File: src/rtl/ctrl_input_pkg.sv
`timescale 1ns/1ps
// Shared types and default timing for the controller input port shift-register reader.
// Pure declarations: no logic, no latency, no flow control.
package ctrl_input_pkg;

    localparam int CTRL_BITS       = 16;
    localparam int DEF_HALF_CP     = 4;
    localparam int DEF_PL_CYCLES   = 2;
    localparam int DEF_REC_CYCLES  = 2;
    localparam int DEF_POLL_CYCLES = 1000;

    typedef enum logic [2:0] {
        IDLE,
        LOAD,
        RECOVER,
        SHIFT_LO,
        SHIFT_HI,
        DONE
    } state_t;

    // Width of a counter that must hold values 0..n-1 (never narrower than 1 bit).
    function automatic int cnt_w(input int n);
        return (n < 2) ? 1 : $clog2(n);
    endfunction

endpackage

File: src/rtl/sync_2ff.sv
`timescale 1ns/1ps
// Two-flop synchroniser for a single asynchronous bit.
// Latency: 2 clocks; no backpressure.
module sync_2ff (
    input  logic clk,
    input  logic rst,
    input  logic d_i,
    output logic q_o
);

    logic meta_q;
    logic sync_q;

    always_ff @(posedge clk) begin
        if (rst) begin
            meta_q <= 1'b0;
            sync_q <= 1'b0;
        end else begin
            meta_q <= d_i;
            sync_q <= meta_q;
        end
    end

    assign q_o = sync_q;

endmodule

File: src/rtl/ctrl_sreg_reader.sv
`timescale 1ns/1ps
// Polls two chained 74HC165D registers and presents the button word with a one-cycle valid strobe.
// Latency: PL_CYCLES+REC_CYCLES+2*HALF_CP*NUM_BITS+1 clocks from IDLE exit to valid; free-running, no backpressure.
// CTRL_SREG_DEBOUNCE_EN: publish only when two consecutive raw scans agree.
module ctrl_sreg_reader
    import ctrl_input_pkg::*;
#(
    parameter int NUM_BITS    = CTRL_BITS,
    parameter int HALF_CP     = DEF_HALF_CP,
    parameter int PL_CYCLES   = DEF_PL_CYCLES,
    parameter int REC_CYCLES  = DEF_REC_CYCLES,
    parameter int POLL_CYCLES = DEF_POLL_CYCLES
) (
    input  logic                clk,
    input  logic                rst,
    input  logic                en,
    input  logic                sr_q7,
    output logic                sr_pl_n,
    output logic                sr_cp,
    output logic                sr_ce_n,
    output logic [NUM_BITS-1:0] buttons,
    output logic                valid
);

    localparam int PH_MAX = (HALF_CP > PL_CYCLES)
                          ? ((HALF_CP > REC_CYCLES) ? HALF_CP : REC_CYCLES)
                          : ((PL_CYCLES > REC_CYCLES) ? PL_CYCLES : REC_CYCLES);
    localparam int PH_W   = cnt_w(PH_MAX);
    localparam int POLL_W = cnt_w(POLL_CYCLES);
    localparam int BIT_W  = cnt_w(NUM_BITS);

    localparam logic [POLL_W-1:0] POLL_TC = POLL_W'(POLL_CYCLES - 1);
    localparam logic [BIT_W-1:0]  BIT_TC  = BIT_W'(NUM_BITS - 1);
    localparam logic [PH_W-1:0]   PL_TC   = PH_W'(PL_CYCLES - 1);
    localparam logic [PH_W-1:0]   REC_TC  = PH_W'(REC_CYCLES - 1);
    localparam logic [PH_W-1:0]   HALF_TC = PH_W'(HALF_CP - 1);

    state_t state_q, state_d;

    logic [POLL_W-1:0]   poll_q, poll_d;
    logic [PH_W-1:0]     phase_q, phase_d;
    logic [BIT_W-1:0]    bit_q, bit_d;
    logic [NUM_BITS-1:0] shreg_q, shreg_d;
    logic [NUM_BITS-1:0] buttons_q, buttons_d;
    logic                valid_q, valid_d;
    logic                pl_n_q, pl_n_d;
    logic                cp_q, cp_d;
    logic                ce_n_q, ce_n_d;
`ifdef CTRL_SREG_DEBOUNCE_EN
    logic [NUM_BITS-1:0] prev_q, prev_d;
`endif

    logic q7_sync;
    logic poll_exp;
    logic phase_last;
    logic last_bit;

    sync_2ff u_q7_sync (
        .clk (clk),
        .rst (rst),
        .d_i (sr_q7),
        .q_o (q7_sync)
    );

    assign poll_exp = (poll_q == POLL_TC);
    assign last_bit = (bit_q == BIT_TC);

    always_comb begin
        phase_last = 1'b0;
        case (state_q)
            LOAD:     phase_last = (phase_q == PL_TC);
            RECOVER:  phase_last = (phase_q == REC_TC);
            SHIFT_LO: phase_last = (phase_q == HALF_TC);
            SHIFT_HI: phase_last = (phase_q == HALF_TC);
            default:  phase_last = 1'b0;
        endcase
    end

    always_ff @(posedge clk) begin
        if (rst) begin
            state_q <= IDLE;
        end else begin
            state_q <= state_d;
        end
    end

    always_comb begin
        state_d = state_q;
        case (state_q)
            IDLE:     if (poll_exp && en) state_d = LOAD;
            LOAD:     if (phase_last)     state_d = RECOVER;
            RECOVER:  if (phase_last)     state_d = SHIFT_LO;
            SHIFT_LO: if (phase_last)     state_d = SHIFT_HI;
            SHIFT_HI: if (phase_last)     state_d = last_bit ? DONE : SHIFT_LO;
            DONE:                         state_d = IDLE;
            default:                      state_d = IDLE;
        endcase
    end

    // Pin levels decode the upcoming state so the chain sees glitch-free registered strobes.
    always_comb begin
        pl_n_d = 1'b1;
        cp_d   = 1'b0;
        ce_n_d = 1'b1;
        case (state_d)
            LOAD:     pl_n_d = 1'b0;
            RECOVER:  ce_n_d = 1'b0;
            SHIFT_LO: ce_n_d = 1'b0;
            SHIFT_HI: begin
                ce_n_d = 1'b0;
                cp_d   = 1'b1;
            end
            default: begin
                pl_n_d = 1'b1;
                cp_d   = 1'b0;
                ce_n_d = 1'b1;
            end
        endcase
    end

    always_comb begin
        poll_d    = poll_q;
        phase_d   = (state_q == IDLE || state_d != state_q) ? '0 : phase_q + 1'b1;
        bit_d     = bit_q;
        shreg_d   = shreg_q;
        buttons_d = buttons_q;
        valid_d   = 1'b0;
`ifdef CTRL_SREG_DEBOUNCE_EN
        prev_d    = prev_q;
`endif
        case (state_q)
            IDLE:     if (!poll_exp) poll_d = poll_q + 1'b1;
            RECOVER:  bit_d = '0;
            SHIFT_LO: if (phase_last) shreg_d = {shreg_q[NUM_BITS-2:0], q7_sync};
            SHIFT_HI: if (phase_last) bit_d = bit_q + 1'b1;
            DONE: begin
                poll_d = '0;
`ifdef CTRL_SREG_DEBOUNCE_EN
                if (shreg_q == prev_q) begin
                    buttons_d = shreg_q;
                    valid_d   = 1'b1;
                end
                prev_d = shreg_q;
`else
                buttons_d = shreg_q;
                valid_d   = 1'b1;
`endif
            end
            default: poll_d = poll_q;
        endcase
    end

    always_ff @(posedge clk) begin
        if (rst) begin
            poll_q    <= '0;
            phase_q   <= '0;
            bit_q     <= '0;
            shreg_q   <= '0;
            buttons_q <= '0;
            valid_q   <= 1'b0;
            pl_n_q    <= 1'b1;
            cp_q      <= 1'b0;
            ce_n_q    <= 1'b1;
`ifdef CTRL_SREG_DEBOUNCE_EN
            prev_q    <= '0;
`endif
        end else begin
            poll_q    <= poll_d;
            phase_q   <= phase_d;
            bit_q     <= bit_d;
            shreg_q   <= shreg_d;
            buttons_q <= buttons_d;
            valid_q   <= valid_d;
            pl_n_q    <= pl_n_d;
            cp_q      <= cp_d;
            ce_n_q    <= ce_n_d;
`ifdef CTRL_SREG_DEBOUNCE_EN
            prev_q    <= prev_d;
`endif
        end
    end

    assign sr_pl_n = pl_n_q;
    assign sr_cp   = cp_q;
    assign sr_ce_n = ce_n_q;
    assign buttons = buttons_q;
    assign valid   = valid_q;

endmodule

File: config.mk
export PLATFORM = sky130hd
export DESIGN_NAME = ctrl_sreg_reader
export DESIGN_NICKNAME = d
export VERILOG_FILES = /design/src/rtl/ctrl_input_pkg.sv /design/src/rtl/sync_2ff.sv /design/src/rtl/ctrl_sreg_reader.sv
export SDC_FILE = /design/constraint.sdc
export NUM_CORES = 1
export LEC_CHECK = 0
export CORE_ASPECT_RATIO = 0.5
export CORE_MARGIN = 4
export CORE_UTILIZATION = 45
export DETAILED_ROUTE_END_ITERATION = 10
export GPL_TIMING_DRIVEN = 1
export PLACE_DENSITY = 0.66
export REMOVE_ABC_BUFFERS = 1
export SLEW_MARGIN = 10
export SYNTH_ARGS = -nofsm -noshare
export SYNTH_HDL_FRONTEND = slang
export SYNTH_HIERARCHICAL = 1
export SYNTH_SLANG_ARGS = --single-unit
File: constraint.sdc
create_clock -name clk -period 2.95 [get_ports clk]
set_clock_uncertainty 0.1 [all_clocks]
set_input_delay 0.59 -clock clk [delete_from_list [all_inputs] [get_ports clk]]
set_output_delay 0.59 -clock clk [all_outputs]
set_load 0.05 [all_outputs]
== Yosys cells after proc, flatten, opt, wreduce, memory -nomap -nowiden ==
Index checks and enable logic that the tools add are counted.
Storage, ports and cells
  bits in registers: 57
  bits of input ports: 4
  output and inout bits: 20
  word-level logic and storage cells: 59
Cells by class
  add/subtract/negate cells: 3
  eq/ne operators: 16
  multiplexer cells: 16
  reductions and logical operators: 12
Operators by type and width (count)
  one-hot mux 10 bit (2 select lines): 1
  two-way mux 3 bit: 6
  one-hot mux 3 bit (5 select lines): 1
  == test 3 x 2 -> 1 bit, second input constant: 4
  adder 10 x 1 -> 10 bit, second input constant: 1
  == test 10 bit, second input constant: 1
  two-way mux 10 bit: 1
  == test 3 bit, second input constant: 3
  one-hot mux 4 bit (2 select lines): 1
  == test 3 x 1 -> 1 bit, second input constant: 2
  AND reduction 2 bit: 3
  OR reduction 2 bit: 3
  adder 4 x 1 -> 4 bit, second input constant: 1
  == test 4 bit, second input constant: 1
  two-way mux 1 bit: 4
  two-way mux 4 bit: 1
  != test 2 bit, second input constant: 2
  nonzero test 2 bit: 2
  zero test 3 bit: 1
  != test 3 bit: 1
  OR reduction 3 bit: 1
  adder 2 x 1 -> 2 bit, second input constant: 1
  == test 2 x 1 -> 1 bit, second input constant: 1
  == test 2 bit, second input constant: 1
  other kinds (3): 3

== Longest topological paths before layout ==
  depth in word-level cells: 8
  depth in mapped cells: 7
  mapped depth without buffers: 6

== Cells and area by module ==
The synthesis kept the hierarchy.
Modules (own cells, without submodules)
  ctrl_sreg_reader: instances 1, cells each 227, area each 2105.8 µm², seq. area each 1101.1 µm²
  sync_2ff: instances 1, cells each 4, area each 52.6 µm², seq. area each 40.0 µm²

== Worst setup path after synthesis ==
Ideal clock, no wire load.
  path type: reg2reg
  start point: register poll_q[0]
  end point: register pl_n_q, in the netlist sr_pl_n
  setup time: 0.134 ns
  data arrival time: 1.616 ns
  required time: 2.716 ns
  setup slack: 1.099 ns
  cell stages (with the launch flop): 6
  buffers on the path: 0
  clock period less this slack: 1.851 ns
  path through: dfxtp_1 -> ha_1 -> nand3_1 -> nor4_1 -> a311oi_2 -> or4_1
Between the ends
  longest elaborated chain between the ends: 6
Ends and longest elaborated chain
  from (decl): line ctrl_sreg_reader.sv:40  | logic [POLL_W-1:0] poll_q, poll_d;
  from (signal assigned): line ctrl_sreg_reader.sv:168  | poll_q <= poll_d;
  == test 10 bit: line ctrl_sreg_reader.sv:65  | assign poll_exp = (poll_q == POLL_TC);
  logical AND 1 bit: line ctrl_sreg_reader.sv:90  | IDLE: if (poll_exp && en) state_d = LOAD;
  two-way mux 3 bit: line ctrl_sreg_reader.sv:90
  one-hot mux 3 bit (5 select lines): line ctrl_sreg_reader.sv:89  | case (state_q)
  == test 3 x 1 -> 1 bit: line ctrl_sreg_reader.sv:105  | case (state_d)
  two-way mux 1 bit: line ctrl_sreg_reader.sv:105
  to (signal assigned): line ctrl_sreg_reader.sv:174  | pl_n_q <= pl_n_d;
  to (decl): line ctrl_sreg_reader.sv:46  | logic pl_n_q, pl_n_d;
No other way between the ends.
A chain may end at the register's enable or synchronous reset.

== Worst setup path in the final report ==
  start point: register state_q[2]
  end point: register pl_n_q, in the netlist sr_pl_n
Between the ends
  longest elaborated chain between the ends: 7
  elaborated cells between the ends (all ways): 16
  those cells by class: 5 x eq/ne; 8 x mux; 3 x reduce/logical
Ends and longest elaborated chain
  from (decl): line ctrl_sreg_reader.sv:38  | state_t state_q, state_d;
  from (signal assigned): line ctrl_sreg_reader.sv:83  | state_q <= state_d;
  == test 3 bit (tied with other cells): line ctrl_sreg_reader.sv:70, ctrl_sreg_reader.sv:89
  OR reduction 2 bit (no source line)
  one-hot mux 1 bit (2 select lines): line ctrl_sreg_reader.sv:70  | case (state_q)
  two-way mux 3 bit, on equally long branches
  one-hot mux 3 bit (5 select lines) *: line ctrl_sreg_reader.sv:89
  == test 3 x 1 -> 1 bit *: line ctrl_sreg_reader.sv:105
  two-way mux 1 bit *: line ctrl_sreg_reader.sv:105
Every way passes the cells marked *; elsewhere a longest branch is shown, timed or not.

==> run metrics <==
synth warn=6; total track usage=14.6%; crit path max fanout=10; post-route cell area=2680 um^2; clk sinks=57; critical path's largest stage delay=0.56 ns; Synth-to-Final Area Change=24.0%; Die W=106 um; FILL cells=409; Mean Syn Cell Area=9.34 um^2; crit share post-route=74.7%; simple-gate share of the synthesized area=21.4%; placed instance area=2440 um^2; Arr. time, crit path=2.31 ns; Multi-input gate area=942 um^2; Avg Vias per Cell=5.23; post-synthesis adder-cell area fraction=1.16%; largest family of logic cells by synthesized area=simple AND/OR/NAND/NOR gates; Max-slew headroom=57.3%; cts repair resizes=0; most frequent cells in the layout=dfxtp_1 (57), nand2_1 (35), a21oi_1 (26); final total negative setup slack=0 ns; sequential share of the synthesized area=52.9%; worst slew pin tran=0.638 ns; critical path type=reg -> reg; ANT cells=0; area leader, netlist=dfxtp_1; clock-pin slew on the worst setup and hold paths=0.06 ns; XOR/XNOR share of the synthesized area=4.06%; CP startpoint kind=flop; status=complete, no violations; CP cell instances=nor3b_1 > and2b_1 > a311oi_2 > or4_1; synthesized instance count=231; CTS Buf Count=9; DR pass1 iterations=4; vias in the first global route=1518; initial antenna violation count=0; proportion of synthesized area in mux cells=0.986%; DR WL/cell=12.7 um; hold_buf cts=0; final worst setup slack=0.746 ns; post-synth cell types=41; maxcap violations=0; Crit path required time=3.05 ns; Compound-Gate Fraction of Synth Area=16.0%; placed instance count=311; DP HPWL=2700 um; layout cells sized above 1=9.62%; pwr dens=643 nW/um^2; storage element area=1140 um^2; Vias=1704; Top FF cell, synth=dfxtp_1; Setup crit end kind=flop; synthesized flop and latch total=57; row cnt=17; Area contributors post-synth=dfxtp_1 (53%), a22o_1 (6.5%), nand2_1 (6.1%); synthesized area=2160 um^2; ANT nets after route=0; Root Driver=clkbuf_8; chip height=57.0 um; Clk Latency, worst-skew pair=0.33 ns; total wire length=4150 um; area of the core=4510 um^2; H-tree depth=3; maximum number of pins on one net before global-route repair=19; CP max stage cell=nor3b_1; Post-synth EDFFs=0; die footprint=6040 um^2; drc violations=0; pre-CTS WS=0.699 ns; Initial DRC Count=97; Remaining Overflow, GRT=0; commonest non-fill, non-tap cell in the layout=dfxtp_1; Hold Vio Cnt, Final=0; worst hold path type=reg -> reg; LEAKAGE=0.942 nW; Initial Util=47.9%; TritonCTS clock tree=built; post-CTS setup buffers=0; fraction of registers with async set/reset=0%; CTS Buffer Depth=2; final cell count without fillers=326; final RePlAce weighted congestion=0.806; first-pass GRT wire length=6930 um; number of top-level pins=24; area share of the leading cell type in the synthesized netlist=52.9%; final critical-path required period=2.20 ns; peak supply drop=0.000386 V; Total Power=0.00172 W; post-layout net count=262; fin. max-slew vios=0; Setup Viol. Count Final=0; RSZ-0062 raised after global routing=no; Port Buffer Count=23; Max Freq=0.454 GHz
kinds of logic after synthesis:
group / after synthesis
buffers and inverters: 18
flip-flops: 57
multiplexers: 2
AND/OR/NAND/NOR: 91
AO/OA/AOI/OAI: 51
adder cells (fa/ha/maj): 2
XOR/XNOR: 10
layout make-up:
cell class | instances | area share [%]
sequential | 57 | 42.6
multi-input combinational | 156 | 35.2
timing repair buffer | 27 | 9.72
clock buffer | 9 | 4.63
clock inverter | 6 | 4.02
tap | 66 | 3.09
inverter | 5 | 0.701
worst paths after layout:
check / from / endpoint / slack (ns) / cells past startpoint
max: state_q[2] / sr_pl_n / 0.75 / 4
min reg2reg: u_q7_sync/meta_q / u_q7_sync/q_o / 0.34 / 1
min: u_q7_sync/meta_q / u_q7_sync/q_o / 0.34 / 1
max reg2reg: state_q[2] / sr_pl_n / 0.75 / 4
where the power goes:
part / switching, W / internal [W]
Clock: 0.000303 / 0.000553
Sequential: 0.0000148 / 0.000782
Combinational: 0.0000409 / 0.0000283
per-stage QoR:
step | hold slack (ns) | util [%]
after floorplan | 0.311 | -
after global placement | 0.316 | 54.2
after detailed placement | 0.332 | 54.2
after CTS | 0.349 | 59.4
after global routing | 0.363 | 59.4
final | 0.342 | 59.4
synth_stat cells (2+ instances only):
cell type and n:
dfxtp_1 57, nand2_1 35, a21oi_1 26, a22o_1 16, nor2_1 16, clkbuf_1 9
nand4_1 6, xor2_1 6, nand3_1 5, nor2b_1 5, inv_1 4, xnor2_1 4
buf_2 3, nor3_1 3, nor4_1 3, or3_1 3, ha_1 2, nand2b_1 2
nor3b_1 2, o21ai_0 2, or4_1 2
registers in the layout (all words and copies together) (netlist names), 2 cells and up:
register / cells
poll_q: 10
state_q: 3
phase_q: 2
bit_q: 4
buttons: 16
shreg_q: 16
worst max-delay path, delay by kind of cell, from the launching register on:
kind	cells	cell delay, ns
AO/OA/AOI/OAI	1	0.10
flip-flops	1	0.54
AND/OR/NAND/NOR	3	1.33
layer usage:
metal  vias up  part of all wire (%)  track usage, %
met5         -                     0               0
li1        859                     -               -
met4         0                   1.3            5.54
met2        43                    47            24.3
met1       793                    46            17.2
met3         9                   5.2            6.10
(Power assumes the default switching activity.)
